$ cat config.mk
export PLATFORM = sky130hd
export DESIGN_NAME = mem_access_sequencer
export DESIGN_NICKNAME = d
export VERILOG_FILES = /design/src/rtl/v30mz_mem_pkg.sv /design/src/rtl/mem_lane_steer.sv /design/src/rtl/mem_access_sequencer.sv
export SDC_FILE = /design/constraint.sdc
export NUM_CORES = 1
export LEC_CHECK = 0
export ABC_AREA = 1
export CAP_MARGIN = 0
export CORE_ASPECT_RATIO = 0.7
export CORE_MARGIN = 3
export CORE_UTILIZATION = 56
export CTS_BUF_LIST = sky130_fd_sc_hd__clkbuf_4
export CTS_CLUSTER_SIZE = 24
export DETAILED_ROUTE_END_ITERATION = 8
export MAX_ROUTING_LAYER = met4
export PLACE_DENSITY = 0.95
export SKIP_LAST_GASP = 1
export SYNTH_ARGS = -nofsm -noshare
export SYNTH_HDL_FRONTEND = slang
export SYNTH_SLANG_ARGS = --single-unit
$ cat constraint.sdc
create_clock -name clk -period 9.4 [get_ports clk]
set_clock_uncertainty 0.05 [all_clocks]
set_input_delay 1.88 -clock clk [delete_from_list [all_inputs] [get_ports clk]]
set_output_delay 1.88 -clock clk [all_outputs]
set_load 0.03 [all_outputs]
$ cat src/rtl/v30mz_mem_pkg.sv
// rtl/v30mz_mem_pkg.sv - shared types and constants for the memory access sequencer
package v30mz_mem_pkg;

    localparam int PADDR_W = 20;

    localparam logic [1:0] BE_LO   = 2'b01;
    localparam logic [1:0] BE_HI   = 2'b10;
    localparam logic [1:0] BE_WORD = 2'b11;

    typedef enum logic [1:0] {
        IDLE,
        ACC1,
        ACC2,
        DONE
    } mem_seq_state_t;

endpackage

$ cat src/rtl/mem_lane_steer.sv
// rtl/mem_lane_steer.sv - byte-lane mapping for one bus access of a request
module mem_lane_steer
    import v30mz_mem_pkg::*;
(
    input  logic        addr_lsb,
    input  logic        word,
    input  logic        phase,
    input  logic [15:0] wdata,
    output logic [1:0]  be,
    output logic [15:0] lane_wdata,
    output logic        lo_en,
    output logic        lo_from_hi,
    output logic        hi_en,
    output logic        hi_from_hi
);

    always_comb begin
        be         = BE_LO;
        lane_wdata = {wdata[7:0], wdata[7:0]};
        lo_en      = 1'b0;
        lo_from_hi = 1'b0;
        hi_en      = 1'b0;
        hi_from_hi = 1'b0;
        if (word && addr_lsb) begin
            // Odd word: first access carries the low byte on the high lane, second the high byte on the low lane.
            if (!phase) begin
                be         = BE_HI;
                lo_en      = 1'b1;
                lo_from_hi = 1'b1;
            end else begin
                be         = BE_LO;
                lane_wdata = {wdata[15:8], wdata[15:8]};
                hi_en      = 1'b1;
            end
        end else if (word) begin
            be         = BE_WORD;
            lane_wdata = wdata;
            lo_en      = 1'b1;
            hi_en      = 1'b1;
            hi_from_hi = 1'b1;
        end else if (addr_lsb) begin
            be         = BE_HI;
            lo_en      = 1'b1;
            lo_from_hi = 1'b1;
        end else begin
            be    = BE_LO;
            lo_en = 1'b1;
        end
    end

endmodule

$ cat src/rtl/mem_access_sequencer.sv
// rtl/mem_access_sequencer.sv - runs 16-bit bus cycles for byte/word requests, splitting odd words
module mem_access_sequencer
    import v30mz_mem_pkg::*;
#(
    parameter int WAIT_CYCLES = 0
) (
    input  logic               clk,
    input  logic               reset,
    input  logic               req_valid,
    output logic               req_ready,
    input  logic [PADDR_W-1:0] req_addr,
    input  logic               req_word,
    input  logic               req_write,
    input  logic [15:0]        req_wdata,
    output logic               resp_valid,
    output logic [15:0]        resp_rdata,
    output logic [PADDR_W-1:0] bus_addr,
    output logic               bus_rd,
    output logic               bus_wr,
    output logic [1:0]         bus_be,
    output logic [15:0]        bus_wdata,
    input  logic [15:0]        bus_rdata,
    input  logic               bus_ready
);

    localparam int CW = (WAIT_CYCLES > 0) ? $clog2(WAIT_CYCLES + 1) : 1;
    localparam logic [CW-1:0] WAIT_INIT = CW'(WAIT_CYCLES);

    mem_seq_state_t state, state_nxt;

    logic [PADDR_W-1:0] lat_addr;
    logic               lat_word;
    logic               lat_write;
    logic [15:0]        lat_wdata;
    logic [CW-1:0]      wait_cnt;
    logic [15:0]        rdata_acc;
    logic               sel_lo_en, sel_lo_from_hi, sel_hi_en, sel_hi_from_hi;

    logic        in_idle, in_acc, accept, complete, split;
    logic [1:0]  st_be;
    logic [15:0] st_wdata;
    logic        st_lo_en, st_lo_from_hi, st_hi_en, st_hi_from_hi;

    assign in_idle  = (state == IDLE);
    assign in_acc   = (state == ACC1) || (state == ACC2);
    assign accept   = in_idle && req_valid;
    assign complete = in_acc && bus_ready && (wait_cnt == '0);
    assign split    = lat_word && lat_addr[0];

    assign req_ready  = in_idle;
    assign resp_valid = (state == DONE);
    assign resp_rdata = rdata_acc;
    assign bus_rd     = in_acc && !lat_write;
    assign bus_wr     = in_acc && lat_write;

    // In IDLE the steer sees the incoming request (first access); otherwise the latched one (second access).
    mem_lane_steer u_steer (
        .addr_lsb   (in_idle ? req_addr[0] : lat_addr[0]),
        .word       (in_idle ? req_word    : lat_word),
        .phase      (!in_idle),
        .wdata      (in_idle ? req_wdata   : lat_wdata),
        .be         (st_be),
        .lane_wdata (st_wdata),
        .lo_en      (st_lo_en),
        .lo_from_hi (st_lo_from_hi),
        .hi_en      (st_hi_en),
        .hi_from_hi (st_hi_from_hi)
    );

    always_ff @(posedge clk or posedge reset) begin
        if (reset) begin
            state          <= IDLE;
            lat_addr       <= '0;
            lat_word       <= 1'b0;
            lat_write      <= 1'b0;
            lat_wdata      <= '0;
            wait_cnt       <= '0;
            rdata_acc      <= '0;
            bus_addr       <= '0;
            bus_be         <= '0;
            bus_wdata      <= '0;
            sel_lo_en      <= 1'b0;
            sel_lo_from_hi <= 1'b0;
            sel_hi_en      <= 1'b0;
            sel_hi_from_hi <= 1'b0;
        end else begin
            state <= state_nxt;
            if (accept) begin
                lat_addr       <= req_addr;
                lat_word       <= req_word;
                lat_write      <= req_write;
                lat_wdata      <= req_wdata;
                bus_addr       <= req_addr;
                bus_be         <= st_be;
                bus_wdata      <= st_wdata;
                sel_lo_en      <= st_lo_en;
                sel_lo_from_hi <= st_lo_from_hi;
                sel_hi_en      <= st_hi_en;
                sel_hi_from_hi <= st_hi_from_hi;
                wait_cnt       <= WAIT_INIT;
                rdata_acc      <= '0;
            end else if (complete) begin
                if (!lat_write) begin
                    if (sel_lo_en)
                        rdata_acc[7:0] <= sel_lo_from_hi ? bus_rdata[15:8] : bus_rdata[7:0];
                    if (sel_hi_en)
                        rdata_acc[15:8] <= sel_hi_from_hi ? bus_rdata[15:8] : bus_rdata[7:0];
                end
                if (state == ACC1 && split) begin
                    bus_addr       <= lat_addr + 20'd1;
                    bus_be         <= st_be;
                    bus_wdata      <= st_wdata;
                    sel_lo_en      <= st_lo_en;
                    sel_lo_from_hi <= st_lo_from_hi;
                    sel_hi_en      <= st_hi_en;
                    sel_hi_from_hi <= st_hi_from_hi;
                    wait_cnt       <= WAIT_INIT;
                end
            end else if (in_acc && wait_cnt != '0) begin
                wait_cnt <= wait_cnt - 1'b1;
            end
        end
    end

    always_comb begin
        state_nxt = state;
        case (state)
            IDLE:    if (req_valid) state_nxt = ACC1;
            ACC1:    if (complete)  state_nxt = split ? ACC2 : DONE;
            ACC2:    if (complete)  state_nxt = DONE;
            DONE:    state_nxt = IDLE;
            default: state_nxt = IDLE;
        endcase
    end

endmodule

==> flow_summary_export.csv, run 1 <==
group,metric,value,unit
global_route,grt_max_degree,92,
cells_and_area,finalNonFillerCells,906,
clocking,clockBufferDepth,2,
detailed_routing,first_pass_iters,7,
pwr,p_leak,0.00311,uW
global_route,grt_use_met1,38.1,%
pwr,power_density,369,nW/um^2
place,gp_congestion,0.939,
global_route,busiest_layer,"met2",
cells_and_area,area_delta_synth_final,26.4,%
critical_path,crit_path_max_fanout,17,
sta,rsz0062_at_grt,"no",
cells_and_area,fin_nets,845,
critical_path,critPathRequiredTime,7.47,ns
cells_and_area,antenna_cells,0,
floorplan,start_util,59.2,%
place,hpwlAfterDp,10100,um
global_route,grt_use_met2,46.8,%
yosys,yosysSeqAreaShare,48.2,%
cells_and_area,fill_cells,634,
yosys,ys_async_sr_fraction,100,%
sta,finalSetupViolations,0,
sta,finalCritPeriodShare,48.0,%
sta,finalHoldViolations,0,
sta,relSlewSlack,23.8,%
sta,tightest_slew,1.14,ns
detailed_routing,drt_iter0_drc,613,
sta,final.setup.tns,0,ns
global_route,first_global_vias,4863,
floorplan,std_cell_rows,28,
clocking,path_clk_slew,0.15,ns
floorplan,core,8690,um^2
yosys,synth_nets,749,
clocking,cts_setup_buffers,0,
detailed_routing,post-route-drc-count,0,
critical_path,endpoint_kind,"output port",
floorplan,die-area,10400,um^2
hold_path,hold_class,"flop to flop",
global_route,grt_pass1_wl,23700,um
floorplan,ios,116,
run,cap_violations,0,
detailed_routing,wirelength,14500,um
clocking,cts-buffers-inserted,9,
yosys,ys_ff_latch,99,
floorplan,die_y,86.2,um
clocking,cts_tree,"yes",
global_route,grtUsageMet3,7.50,%
critical_path,startpoint_type,"flop",
run_status,status,"finished clean",
yosys,yosysWarnings,0,
pwr,ir_worst_vdd,0.000196,V
cells_and_area,multi_input_area,2250,um^2
sta,fmax,0.221,GHz
cells_and_area,final_util,74.8,%
clocking,ctsResizeCount,0,
yosys,synth_edf_count,0,
clocking,clkSinkCount,99,
clocking,root_buffer,"clkbuf_4",
yosys,synth_ff_type,"dfrtp_1",
global_route,grt_overflow,0,
cells_and_area,regArea,2480,um^2
detailed_routing,wl_per_cell,16.0,um
critical_path,path_class,"flop to output port",
yosys,syn_avg_cell_area,7.50,um^2
yosys,synth_cell_types,33,
yosys,synthCells,686,
sta,final_max_slew_viol_count,0,
sta,hold_slack,0.457,ns
detailed_routing,ant_nets,0,
clocking,hold_buffers,0,
detailed_routing,via_count,5165,
floorplan,die_w,121,um
clocking,clock_latency,0.49,ns
global_route,antenna_found_initial,0,
global_route,grt_use_total,29.6,%
critical_path,cp.arrival,2.59,ns
yosys,syn-cell-area,5140,um^2
place,placed_cells,891,
detailed_routing,viasPerCell,5.70,
place,port_buffers,115,
sta,period_minus_slack,4.52,ns
clocking,htree_levels,3,
cells_and_area,drive_gt1_share,5.09,%
-- cells in the final DEF, fill, tap and decap left out, types with 2 or more instances in the layout --
cell type | netlist | final
o21ai_1 | 8 | 8
o21ai_0 | 61 | 61
o21a_1 | 2 | 2
nor2_1 | 76 | 76
nor3_1 | 3 | 3
a31oi_1 | 19 | 19
xor2_1 | 2 | 2
o211ai_1 | 8 | 8
nor2_4 | 2 | 2
o21ai_2 | 2 | 2
nand3_1 | 34 | 34
nand4_1 | 6 | 6
dfrtp_1 | 99 | 99
o211ai_2 | 2 | 2
clkbuf_4 | 0 | 9
inv_1 | 63 | 62
or2_0 | 2 | 2
or2_1 | 5 | 5
a21oi_1 | 17 | 17
ha_1 | 5 | 5
clkdlybuf4s50_1 | 0 | 115
nand2_2 | 5 | 5
inv_2 | 4 | 4
bufinv_16 | 0 | 4
nand2_1 | 219 | 219
or2_2 | 5 | 5
-- where the power goes --
group | total, uW | switching (uW) | internal, uW
clock | 312 | 151 | 161
sequential | 792 | 164 | 628
combinational | 1300 | 828 | 467
-- final cells by class --
type	instances	share of cell area, %
sequential	99	38.1
timing repair buffer	116	17.8
inverter	68	3.97
tap	120	2.31
clock buffer	9	1.04
multi-input combinational	488	34.6
clock inverter	6	2.12
-- metrics by stage --
stage / total power, uW / setup WS, ns / cell area (um^2)
2_1_floorplan: 1630 / 4.88 / 5140
3_3_place_gp: 2000 / 4.69 / 6290
5_1_grt: 2550 / 4.78 / 6500
3_5_place_dp: 2070 / 4.59 / 6290
6_report: 2400 / 4.88 / 6500
4_1_cts: 2380 / 4.90 / 6500
-- cells in the mapped netlist, types with 3 or more instances --
cell      number  area (um^2)
a21oi_1       17         85.1
a31oi_1       19          119
buf_2         21          105
clkbuf_1       7         26.3
dfrtp_1       99         2480
ha_1           5         62.6
inv_1         63          236
inv_2          4         15.0
nand2_1      219          822
nand2_2        5         31.3
nand3_1       34          170
nand4_1        6         37.5
nor2_1        76          285
nor3_1         3         15.0
o211ai_1       8         60.1
o21ai_0       61          305
o21ai_1        8         40.0
or2_1          5         31.3
or2_2          5         31.3
-- registers in the layout, indices dropped and copies added (netlist names), 2 cells and up --
register	count
bus_addr	20
lat_addr	20
bus_wdata	16
lat_wdata	16
resp_rdata	16
bus_be	2
state	2
-- worst max-delay path, cell delays in order, from the launching register on --
cell and delay, ns:
dfrtp_1 0.46, inv_1 0.11, ha_1 0.72, clkdlybuf4s50_1 0.81
-- routing by layer --
metal / vias to the layer above / part of all wire (%) / routed length, um
met5: - / 0 / 0
met4: 0 / 2.0 / 297
met3: 38 / 8.9 / 1300
met2: 292 / 48 / 6940
met1: 2447 / 41 / 6000
li1: 2388 / - / -
-- worst paths after layout --
path | slack (ns) | cells after the start | end | start
setup / recovery | 4.88 | 3 | req_ready | state[1]
hold / removal | 0.46 | 2 | resp_rdata[11] | resp_rdata[11]
setup reg to reg | 5.45 | 8 | bus_wdata[13] | state[1]
hold reg to reg | 0.46 | 2 | resp_rdata[11] | resp_rdata[11]
max in group asynchronous | 6.43 | 3 | bus_wdata[6] | reset
min in group asynchronous | 1.58 | 2 | resp_rdata[13] | reset
-- cells by family (layout without fill, tap and decap cells) --
logic type	count (synthesis)	count (layout)	share of synthesized area, %
adder cells (fa/ha/maj)	5	5	1.22
AND/OR/NAND/NOR	360	360	28.9
AO/OA/AOI/OAI	121	121	13.3
buffers and inverters	99	199	8.10
flip-flops	99	99	48.2
XOR/XNOR	2	2	0.341
Power figures use the tool's default switching activity.
==> inputs of run 2 (changes only) <==
- CORE_UTILIZATION: 56 -> 47
- PLACE_DENSITY: 0.95 -> 0.86
- clock period: 9.4 -> 3.8 ns (I/O delays scaled with it)
==> run 2 against run 1 <==
Effect of this change:
- die area grew 18%
- worst hold slack lost 0.017 ns
- clock power grew 93%
- critical endpoint is now bus_rd
- critical path depth grew 2
- critical path type unchanged
==> flow_summary_export.csv, run 2 (synthesized netlist as in run 1, its figures left out) <==
group,metric,value,unit
cells_and_area,reg_top3,"bus_addr x20, lat_addr x20",
place,placed_cells,926,
sta,finalSetupViolations,0,
sta,fmax,0.328,GHz
sta,tightest_slew,0.657,ns
global_route,grt_max_degree,50,
cells_and_area,drive_gt1_share,6.05,%
floorplan,core,10500,um^2
cells_and_area,layout_commonest_cell,"nand2_1",
detailed_routing,wirelength,13300,um
detailed_routing,post-route-drc-count,0,
cells_and_area,regArea,2480,um^2
cells_and_area,area_delta_synth_final,27.3,%
cells_and_area,fill_cells,928,
pwr,ir_worst_vdd,0.000490,V
detailed_routing,via_count,4848,
critical_path,cp.arrival,2.23,ns
detailed_routing,wl_per_cell,14.1,um
clocking,htree_levels,3,
clocking,cts-buffers-inserted,9,
cells_and_area,mostFrequentLayoutCells,"nand2_1 (219), clkdlybuf4s50_1 (115), dfrtp_1 (99)",
critical_path,path_class,"flop to output port",
sta,relSlewSlack,56.0,%
global_route,antenna_found_initial,0,
critical_path,endpoint_kind,"output port",
clocking,cts_tree,"yes",
clocking,ctsResizeCount,0,
run_status,status,"finished clean",
floorplan,die_y,93.5,um
critical_path,critPathRequiredTime,2.99,ns
sta,rsz0062_at_grt,"no",
sta,final_max_slew_viol_count,0,
floorplan,die_w,131,um
place,hpwlAfterDp,9350,um
global_route,grt_pass1_wl,21600,um
clocking,clkSinkCount,99,
floorplan,ios,116,
cells_and_area,antenna_cells,0,
run,cap_violations,0,
floorplan,die-area,12300,um^2
pwr,p_leak,0.00313,uW
clocking,root_buffer,"clkbuf_4",
sta,final.setup.tns,0,ns
clocking,hold_buffers,0,
global_route,grt_overflow,0,
place,gp_congestion,0.860,
detailed_routing,ant_nets,0,
hold_path,hold_class,"flop to flop",
critical_path,startpoint_type,"flop",
cells_and_area,finalNonFillerCells,942,
critical_path,crit_path_max_fanout,4,
sta,period_minus_slack,3.04,ns
detailed_routing,drt_iter0_drc,452,
cells_and_area,fin_nets,852,
clocking,clockBufferDepth,2,
floorplan,start_util,48.9,%
pwr,power_density,872,nW/um^2
clocking,clock_latency,0.47,ns
sta,finalCritPeriodShare,80.1,%
place,port_buffers,115,
detailed_routing,viasPerCell,5.15,
cells_and_area,multi_input_area,2250,um^2
detailed_routing,first_pass_iters,5,
clocking,cts_setup_buffers,0,
global_route,grt_use_total,22.9,%
floorplan,std_cell_rows,31,
clocking,path_clk_slew,0.16,ns
global_route,first_global_vias,4388,
sta,finalHoldViolations,0,
[run 2: critical path, cell delays in order, from the launching register on]
cell and delay [ns]:
dfrtp_1 0.43, inv_1 0.10, ha_1 0.34, inv_1 0.07, nor2_1 0.14, clkdlybuf4s50_1 0.70
[run 2: metrics by stage]
| step | instance area (um^2) | util (%) | worst slack, ns | total power (uW) | hold WS, ns |
|---|---|---|---|---|---|
| final | 6550 | 62.3 | 0.756 | 5710 | 0.439 |
| after floorplan | 5140 | - | 0.400 | 4020 | 0.399 |
| after detailed placement | 6390 | 60.8 | 0.900 | 5110 | 0.408 |
| after global placement | 6390 | 60.8 | 1.00 | 5060 | 0.412 |
| after global routing | 6550 | 62.3 | 0.667 | 6160 | 0.466 |
| after CTS | 6550 | 62.3 | 0.733 | 5720 | 0.446 |
[run 2: final cells by class]
cell class / instances / area share (%)
Timing Repair Buffer: 123 / 18.7
Inverter: 68 / 3.94
Clock inverter: 7 / 1.32
Sequential cell: 99 / 37.8
Tap cell: 148 / 2.83
Clock buffer: 9 / 1.03
Multi-Input combinational cell: 488 / 34.3
[run 2: final timing paths]
| check | endpoint | cells past startpoint | startpoint | slack (ns) |
|---|---|---|---|---|
| worst max-delay path | bus_rd | 5 | state[0] | 0.76 |
| worst min-delay path | bus_addr[0] | 2 | bus_addr[0] | 0.44 |
| worst max register to register | bus_be[0] | 9 | state[0] | 1.21 |
| worst min register to register | bus_addr[0] | 2 | bus_addr[0] | 0.44 |
| max in group asynchronous | lat_addr[9] | 3 | reset | 2.41 |
| min in group asynchronous | bus_addr[3] | 2 | reset | 0.64 |
[run 2: metal layers]
| layer | wire [um] | vias to the layer above | share of wire, % | GRT usage, % |
|---|---|---|---|---|
| li1 | - | 2412 | - | - |
| met1 | 6480 | 2221 | 49 | 34.2 |
| met2 | 5730 | 197 | 43 | 32.3 |
| met3 | 936 | 18 | 7.0 | 4.62 |
| met4 | 147 | 0 | 1.1 | 4.88 |
| met5 | 0 | - | 0 | - |
[run 2: where the power goes]
| group | internal, uW | total (uW) | leakage (uW) | switching, uW |
|---|---|---|---|---|
| combinational | 1180 | 3180 | 0.00184 | 1990 |
| clock | 213 | 602 | 0.0000801 | 389 |
| sequential | 1550 | 1930 | 0.00120 | 377 |
==> inputs of run 3 (changes only) <==
- clock period: 3.8 -> 2.8 ns (I/O delays scaled with it)
==> run 3 against run 2 <==
Effect of this change:
- first-iteration DRC count decreased by 1.5%
- routed wire length decreased by 0.52%
- flip-flop and latch count unchanged
- non-clock buffer count unchanged
- combinational power increased by 35%
- worst hold slack improved by 0.0087 ns
- largest power group unchanged
==> flow_summary_export.csv, run 3 (synthesized netlist as in run 1, its figures left out) <==
group,metric,value,unit
run_status,status,"finished clean",
cells_and_area,reg_top3,"bus_addr x20, lat_addr x20",
critical_path,cp.arrival,1.76,ns
floorplan,core,10500,um^2
hold_path,hold_class,"flop to flop",
clocking,cts-buffers-inserted,9,
detailed_routing,met1_length,6120,um
sta,final.setup.tns,0,ns
global_route,grt_max_degree,100,
hold_path,hold-path-endpoint,"lat_wdata[3]",
floorplan,start_util,48.9,%
detailed_routing,post-route-drc-count,0,
global_route,grt_overflow,0,
detailed_routing,wl_met2,5990,um
detailed_routing,first_pass_iters,5,
global_route,antenna_found_initial,0,
pwr,power_switching,3670,uW
detailed_routing,wl_met3,953,um
pwr,p_clk_share,10.7,%
critical_path,crit_path_max_fanout,5,
floorplan,die_w,131,um
clocking,cts_setup_buffers,0,
sta,finalHoldViolations,0,
hold_path,hold_depth,2,
pwr,combPwrFrac,55.4,%
critical_path,endpoint_kind,"output port",
place,gp_congestion,0.837,
critical_path,r2r_end,"sel_lo_from_hi",
global_route,grt_pass1_wl,21400,um
detailed_routing,highest_layer,"met4",
critical_path,startpoint_type,"flop",
clocking,root_buffer,"clkbuf_4",
pwr,power_density,1180,nW/um^2
pwr,internal_power,4100,uW
detailed_routing,wl_per_cell,14.0,um
clocking,clkSinkCount,99,
clocking,path_clk_slew,0.14,ns
run,cap_violations,0,
pwr,p_seq_share,34.0,%
cells_and_area,fin_nets,852,
sta,finalSetupViolations,0,
hold_path,min_from,"lat_wdata[3]",
global_route,grt_use_total,22.6,%
cells_and_area,mostFrequentLayoutCells,"nand2_1 (219), clkdlybuf4s50_1 (112), dfrtp_1 (99)",
sta,tightest_slew,0.618,ns
pwr,p_leak,0.00317,uW
cells_and_area,antenna_cells,0,
detailed_routing,drt_iter0_drc,445,
critical_path,rr_worst_depth,8,
floorplan,ios,116,
critical_path,crit_buf_inv,1,
clocking,cts_tree,"yes",
critical_path,slowest_stage,"clkdlybuf4s50_1",
sta,rsz0062_at_grt,"no",
critical_path,path_class,"flop to output port",
critical_path,r2r_setup_slack,0.46,ns
cells_and_area,layout_commonest_cell,"nand2_1",
sta,setup_ws,0.429,ns
sta,finalCritPeriodShare,84.7,%
critical_path,crit_family,"buffers and inverters",
clocking,clock_latency,0.45,ns
clocking,hold_buffers,0,
floorplan,die-area,12300,um^2
critical_path,critPathRequiredTime,2.19,ns
sta,final_max_slew_viol_count,0,
critical_path,path_cells,"ha_1, clkdlybuf4s50_1",
place,port_buffers,115,
pwr,swShare,47.2,%
sta,relSlewSlack,58.7,%
floorplan,std_cell_rows,31,
detailed_routing,viasPerCell,5.10,
critical_path,r2r-start,"state[0]",
place,hpwlAfterDp,9330,um
clocking,htree_levels,3,
cells_and_area,area_delta_synth_final,28.0,%
clocking,ctsResizeCount,0,
place,preCtsSetupSlack,0.363,ns
global_route,first_global_vias,4505,
floorplan,die_y,93.5,um
pwr,ir_worst_vdd,0.000494,V
sta,period_minus_slack,2.37,ns
detailed_routing,wirelength,13200,um
detailed_routing,ant_nets,0,
critical_path,cpPeakStageDelay,0.68,ns
clocking,clockBufferDepth,2,
sta,fmax,0.422,GHz
detailed_routing,via_count,4808,
cells_and_area,drive_gt1_share,5.67,%
## run 3: changes by cell type in the layout (fill, tap and decap cells not counted), sizes merged
cell           before  now
dlymetal6s2s        0    3
clkinv              4    5
inv                69   66
clkdlybuf4s50     115  112
clkbuf              9   10
bufinv              1    2
## run 3: layout make-up
| cell class | instances | area, um^2 |
|---|---|---|
| fillers | 918 | 3930 |
| inverters | 68 | 259 |
| multi-input cells | 488 | 2250 |
| repair buffers | 123 | 1260 |
| flip-flops and latches | 99 | 2480 |
| clock inverters | 6 | 80.1 |
| well taps | 148 | 185 |
| clock buffers | 10 | 75.1 |
## run 3: power by group through the flow
stage	clock [uW]	combinational [uW]	sequential (uW)
2_1_floorplan	0	2220	3240
3_3_place_gp	0	4230	2640
3_5_place_dp	0	4320	2650
4_1_cts	858	4340	2640
5_1_grt	905	4750	2730
6_report	829	4300	2640
## run 3: worst reg2reg max path, cell delays in order (launching register included)
cell     delay, ns
dfrtp_1       0.41
inv_1         0.09
ha_1          0.32
o21ai_2       0.52
nand2_2       0.28
inv_2         0.23
nand2_1       0.11
nand3_2       0.11
o21ai_1       0.08
## run 3: layer usage
layer	global-route usage [%]	vias up
li1	-	2400
met1	30.3	2207
met2	35.0	184
met3	5.37	17
met4	5.22	0
met5	-	-
## run 3: metrics by stage
step | util (%) | std cells | hold slack [ns] | total power, uW | instance area, um^2
3_3_place_gp | 61.1 | 926 | 0.412 | 6870 | 6420
3_5_place_dp | 61.1 | 926 | 0.416 | 6970 | 6420
4_1_cts | 62.5 | 942 | 0.451 | 7830 | 6570
6_report | 62.6 | 942 | 0.448 | 7780 | 6580
5_1_grt | 62.6 | 942 | 0.462 | 8390 | 6580
2_1_floorplan | - | 686 | 0.399 | 5460 | 5150
## run 3: worst max path at each step
stage	start	end	slack [ns]	depth (start not counted)
floorplan	state[0]	lat_addr[15]	0.92	8
global placement	req_valid	resp_rdata[0]	0.49	6
detailed placement	req_valid	resp_rdata[9]	0.36	6
CTS	state[1]	bus_rd	0.02	5
global route	state[1]	bus_rd	0.24	5
finish	state[1]	resp_valid	0.43	2
